## src/rtl/vga_pkg.sv

```systemverilog
// Shared 640x480@60 timing constants and pixel/coordinate types for the VGA scan path.
// Also used by the colour chooser (BACKGROUND).
package vga_pkg;

   localparam int unsigned VGA_H_ACTIVE = 640;
   localparam int unsigned VGA_H_FP     = 16;
   localparam int unsigned VGA_H_SYNC   = 96;
   localparam int unsigned VGA_H_BP     = 48;
   localparam int unsigned VGA_V_ACTIVE = 480;
   localparam int unsigned VGA_V_FP     = 10;
   localparam int unsigned VGA_V_SYNC   = 2;
   localparam int unsigned VGA_V_BP     = 33;

   localparam int unsigned VGA_H_TOTAL = VGA_H_ACTIVE + VGA_H_FP + VGA_H_SYNC + VGA_H_BP;
   localparam int unsigned VGA_V_TOTAL = VGA_V_ACTIVE + VGA_V_FP + VGA_V_SYNC + VGA_V_BP;

   // Asserted level of hsync/vsync; 0 means active-low.
   localparam logic VGA_SYNC_POL = 1'b0;

   typedef logic [11:0]        color_t;
   typedef logic signed [10:0] coord_t;

   localparam color_t BACKGROUND = 12'h000;

   function automatic logic [10:0] cnt11(input int unsigned v);
      return v[10:0];
   endfunction

endpackage

```

## src/rtl/vga_axis_counter.sv

```systemverilog
// One scan axis: wrapping counter plus decoded active-region and sync-window flags.
// Instantiated once per axis by vga_sync_driver.
module vga_axis_counter
   import vga_pkg::*;
#(
   parameter int unsigned TOTAL      = 800,
   parameter int unsigned SYNC_START = 656,
   parameter int unsigned SYNC_LEN   = 96,
   parameter int unsigned ACTIVE     = 640
) (
   input  logic        clk,
   input  logic        rst_n,
   input  logic        en,
   output logic [10:0] count,
   output logic        wrap,
   output logic        active,
   output logic        sync
);

   localparam logic [10:0] LastCnt   = cnt11(TOTAL - 1);
   localparam logic [10:0] ActiveCnt = cnt11(ACTIVE);
   localparam logic [10:0] SyncFirst = cnt11(SYNC_START);
   localparam logic [10:0] SyncLast  = cnt11(SYNC_START + SYNC_LEN - 1);

   logic [10:0] count_q, count_d;

   always_comb begin
      wrap    = (count_q == LastCnt);
      count_d = count_q;
      if (en) begin
         count_d = wrap ? '0 : count_q + 11'd1;
      end
   end

   always_ff @(posedge clk) begin
      if (!rst_n) begin
         count_q <= '0;
      end else begin
         count_q <= count_d;
      end
   end

   assign count  = count_q;
   assign active = (count_q < ActiveCnt);
   assign sync   = (count_q >= SyncFirst) && (count_q <= SyncLast);

endmodule

```

## src/rtl/vga_sync_driver.sv

```systemverilog
// VGA scan generator: exports scan coordinates, registers returned colour and syncs to the DAC.
// Define PIXEL_DIV_EN when clk is 100 MHz to derive the 25 MHz pixel enable internally.
module vga_sync_driver
   import vga_pkg::*;
#(
   parameter int unsigned H_ACTIVE = VGA_H_ACTIVE,
   parameter int unsigned H_FP     = VGA_H_FP,
   parameter int unsigned H_SYNC   = VGA_H_SYNC,
   parameter int unsigned H_BP     = VGA_H_BP,
   parameter int unsigned V_ACTIVE = VGA_V_ACTIVE,
   parameter int unsigned V_FP     = VGA_V_FP,
   parameter int unsigned V_SYNC   = VGA_V_SYNC,
   parameter int unsigned V_BP     = VGA_V_BP,
   parameter logic        SYNC_POL = VGA_SYNC_POL
) (
   input  logic               clk,
   input  logic               rst_n,
   input  logic [11:0]        PIX_COLOR,
   output logic signed [10:0] x_VGA,
   output logic signed [10:0] y_VGA,
   output logic [3:0]         vga_r,
   output logic [3:0]         vga_g,
   output logic [3:0]         vga_b,
   output logic               hsync,
   output logic               vsync,
   output logic               frame_tick
);

   localparam int unsigned H_TOTAL = H_ACTIVE + H_FP + H_SYNC + H_BP;
   localparam int unsigned V_TOTAL = V_ACTIVE + V_FP + V_SYNC + V_BP;
   localparam logic [10:0] VActiveCnt = cnt11(V_ACTIVE);

   logic        pix_en, v_en;
   logic [10:0] h_cnt, v_cnt;
   logic        h_wrap, unused_v_wrap;
   logic        h_active, v_active, h_sync, v_sync;

`ifdef PIXEL_DIV_EN
   logic [1:0] div_q;

   // First enable lands on the 4th clk after reset release.
   always_ff @(posedge clk) begin
      if (!rst_n) begin
         div_q <= '0;
      end else begin
         div_q <= div_q + 2'd1;
      end
   end

   assign pix_en = (div_q == 2'd3);
`else
   assign pix_en = 1'b1;
`endif

   assign v_en = pix_en & h_wrap;

   vga_axis_counter #(
      .TOTAL      (H_TOTAL),
      .SYNC_START (H_ACTIVE + H_FP),
      .SYNC_LEN   (H_SYNC),
      .ACTIVE     (H_ACTIVE)
   ) u_h (
      .clk    (clk),
      .rst_n  (rst_n),
      .en     (pix_en),
      .count  (h_cnt),
      .wrap   (h_wrap),
      .active (h_active),
      .sync   (h_sync)
   );

   vga_axis_counter #(
      .TOTAL      (V_TOTAL),
      .SYNC_START (V_ACTIVE + V_FP),
      .SYNC_LEN   (V_SYNC),
      .ACTIVE     (V_ACTIVE)
   ) u_v (
      .clk    (clk),
      .rst_n  (rst_n),
      .en     (v_en),
      .count  (v_cnt),
      .wrap   (unused_v_wrap),
      .active (v_active),
      .sync   (v_sync)
   );

   color_t rgb_q, rgb_d;
   logic   hsync_q, hsync_d, vsync_q, vsync_d, tick_q, tick_d;

   // Colour and syncs share one register stage so they stay pixel-aligned at the DAC.
   always_comb begin
      rgb_d   = rgb_q;
      hsync_d = hsync_q;
      vsync_d = vsync_q;
      tick_d  = tick_q;
      if (pix_en) begin
         rgb_d   = (h_active && v_active) ? PIX_COLOR : '0;
         hsync_d = h_sync ? SYNC_POL : ~SYNC_POL;
         vsync_d = v_sync ? SYNC_POL : ~SYNC_POL;
         tick_d  = (h_cnt == '0) && (v_cnt == VActiveCnt);
      end
   end

   always_ff @(posedge clk) begin
      if (!rst_n) begin
         rgb_q   <= '0;
         hsync_q <= ~SYNC_POL;
         vsync_q <= ~SYNC_POL;
         tick_q  <= 1'b0;
      end else begin
         rgb_q   <= rgb_d;
         hsync_q <= hsync_d;
         vsync_q <= vsync_d;
         tick_q  <= tick_d;
      end
   end

   assign x_VGA      = coord_t'(h_cnt);
   assign y_VGA      = coord_t'(v_cnt);
   assign vga_r      = rgb_q[11:8];
   assign vga_g      = rgb_q[7:4];
   assign vga_b      = rgb_q[3:0];
   assign hsync      = hsync_q;
   assign vsync      = vsync_q;
   assign frame_tick = tick_q;

endmodule

```

## config.mk

```make
export PLATFORM = sky130hd
export DESIGN_NAME = vga_sync_driver
export DESIGN_NICKNAME = d
export VERILOG_FILES = /design/src/rtl/vga_pkg.sv /design/src/rtl/vga_axis_counter.sv /design/src/rtl/vga_sync_driver.sv
export SDC_FILE = /design/constraint.sdc
export NUM_CORES = 1
export LEC_CHECK = 0
export CAP_MARGIN = 15
export CORE_ASPECT_RATIO = 1.5
export CORE_UTILIZATION = 45
export DETAILED_ROUTE_END_ITERATION = 6
export PLACE_DENSITY = 0.78
export REMOVE_ABC_BUFFERS = 1
export SETUP_SLACK_MARGIN = 0.1
export SYNTH_ARGS = -nofsm -noshare
export SYNTH_HDL_FRONTEND = slang
export SYNTH_SLANG_ARGS = --single-unit
```

## constraint.sdc

```tcl
create_clock -name clk -period 3.45 [get_ports clk]
set_clock_uncertainty 0.2 [all_clocks]
set_input_delay 0.345 -clock clk [delete_from_list [all_inputs] [get_ports clk]]
set_output_delay 0.345 -clock clk [all_outputs]
set_load 0.02 [all_outputs]
```

==> results.yml <==
floorplanning:
  rows: 26
  start_util_pct: 47.2
  core_area_um2: 3380
  die_w_um: 50.6
  die_area_um2: 3790
  io_pins: 51
  dieHeight_um: 74.9
place:
  port_buffers: 50
  pre_cts_ws_ns: 1.02
  place.gp.congestion: 0.889
  dp_hpwl_mm: 2.59
clock_tree:
  postCtsSetupRepairBufs: 0
  htree_num_levels: 2
  clock_sinks: 37
  root_buffer: "clkbuf_8"
  ctsHoldBuffers: 0
  clk_latency_ns: 0.29
  cts-buffers-inserted: 5
  cts.clk_slew.worst_paths_ns: 0.07
  clock_path_buffers: 2
  cts_resized: 0
  cts_tree: "done"
yosys:
  syn_area_per_cell_um2: 9.01
  seq_area_frac_synth_pct: 46.4
  synthesis.area_um2: 1600
  yosys_warnings: 0
  synth-seq-cells: 37
  synth_cells: 177
  ys_types: 28
drt:
  dr.max_layer_used: "met4"
  drtAntennaViolNets: 0
  drc: 0
  drt_iter0_markers: 46
  met1_length_mm: 1.45
  dr_wl_met3_um: 150
  wire_per_inst_um: 13.2
  viasPerCell: 5.27
  firstDrtPassIters: 4
  wirelength_mm: 3.58
  num_vias: 1424
  wl_met2_mm: 1.86
power_and_ir_drop:
  vdd_drop_max_v: 0.000429
  p_leak_nw: 0.765
  powerDensity_nw_per_um2: 400
sta:
  finalCriticalPeriod_ns: 2.45
  rsz0062_at_grt: "false"
  setup_tns_ns: 0
  fmaxAchievable_mhz: 409
  setup_ws_ns: 1.00
  drv_slew: 0
  fin_crit_sh_pct: 71.0
  finalHoldViolCount: 0
  slew_headroom_pct: 66.2
  worstMarginPinSlew_ns: 0.504
  setup_violations: 0
final_layout:
  final_cell_mix: "clkdlybuf4s50_1 (50), dfxtp_1 (37), nor2_1 (27)"
  drive_gt1_share_pct: 5.70
  area_growth_pct: 39.5
  multi_input_area_um2: 768
  fillers: 286
  final_util_pct: 65.8
  seqCellArea_um2: 741
  final_common_cell: "clkdlybuf4s50_1"
  n_antenna_cell: 0
  nets: 246
global_route:
  grt_overflow_total: 0
  antenna_found_initial: 0
  first_global_vias: 1227
  grt_pass1_wl_mm: 5.60
  grt_max_degree: 14
  gr-usage-all-layers_pct: 19.9
critical_path:
  crit_fanout: 11
  rrSetupSlack_ns: 1.00
  cp_data_required_time_ns: 3.41
  path_class: "flop to flop"
  crit_path_end_kind: "flop"
  cp.arrival_ns: 2.41
  start_kind: "flop"
hold_path:
  hold_path.class: "flop to flop"
outcome:
  status: "finished clean"
job:
  cap_violations: 0
## per-layer routing
layer | vias to the layer above | track usage, %
met3 | 10 | 4.85
met2 | 44 | 32.7
met5 | - | 0
li1 | 705 | -
met1 | 665 | 23.4
met4 | 0 | 12.3
## through the flow
step	instance area [um^2]	cells	hold slack [ns]	power, W
2_1_floorplan	1550	169	0.267	0.000482
3_3_place_gp	2110	262	0.257	0.000524
3_5_place_dp	2110	262	0.267	0.000524
4_1_cts	2230	270	0.284	0.000898
5_1_grt	2230	270	0.316	0.000923
6_report	2230	270	0.275	0.000891
## cells by family (layout without fill, tap and decap cells)
kind of cell               Yosys count  count (layout)  share of synthesized area [%]
buffers and inverters               19              70                           5.41
adders and majority gates            5               5                           3.92
AOI/OAI and AO/OA                   12              12                           5.18
muxes                                3               3                           1.88
and+or+nand+nor                     86              86                           28.9
DFF                                 37              37                           46.4
xor gates and xnor gates            15              15                           8.24
## where the power goes
group / internal (W) / switching [W]
combinational: 0.0000397 / 0.0000316
clock: 0.000216 / 0.000161
sequential: 0.000437 / 0.00000526
## final cells by class
cell class	instances	area share [%]
sequential	37	33.3
timing repair buffer	51	22.8
multi-input combinational	121	34.5
clock buffer	5	3.09
tap	42	2.36
clock inverter	3	2.08
inverter	11	1.85
## path summary, 6_finish.rpt
| check | from | endpoint | cells past startpoint |
|---|---|---|---|
| setup / recovery | u_h.count[0] | u_v.count[1] | 5 |
| setup reg to reg | u_h.count[0] | u_v.count[1] | 5 |
| hold reg to reg | u_h.count[0] | u_h.count[0] | 1 |
| hold / removal | u_h.count[0] | u_h.count[0] | 1 |
## flip-flops by register name (all words and copies together) (netlist names)
register and flops:
u_v.count 11, frame_tick 1, rgb_q 12, u_h.count 11
vsync 1, hsync 1
## cells in the mapped netlist
cell       instances  area share [%]
dfxtp_1           37              46
nor2_1            27             6.4
and2_1            13             5.1
xnor2_1           12             6.6
inv_1             11             2.6
nand3_1           10             3.1
nand4_1            7             2.7
clkbuf_1           6             1.4
nand2_1            6             1.4
nor4_1             6             2.4
ha_1               5             3.9
nor3_1             5             1.6
o21ai_0            5             1.6
mux2i_1            3             1.9
or4_1              3             1.4
or4_4              3             2.1
xor2_1             3             1.6
a21oi_1            2            0.63
and3_1             2            0.78
buf_6              2             1.4
nor4b_1            2             1.1
a2111oi_1          1            0.63
a2111oi_2          1            0.94
a211o_1            1            0.55
nor3b_1            1            0.47
o21ai_1            1            0.31
o221ai_1           1            0.55
or3_1              1            0.39
## worst max-delay path, cell delays in order (launching register included)
cell,delay (ns)
dfxtp_1,0.39
ha_1,0.25
nand4_1,0.38
or3_1,0.55
o21ai_1,0.45
nor2_1,0.10
Note: power is estimated with default switching activity, not from simulation.
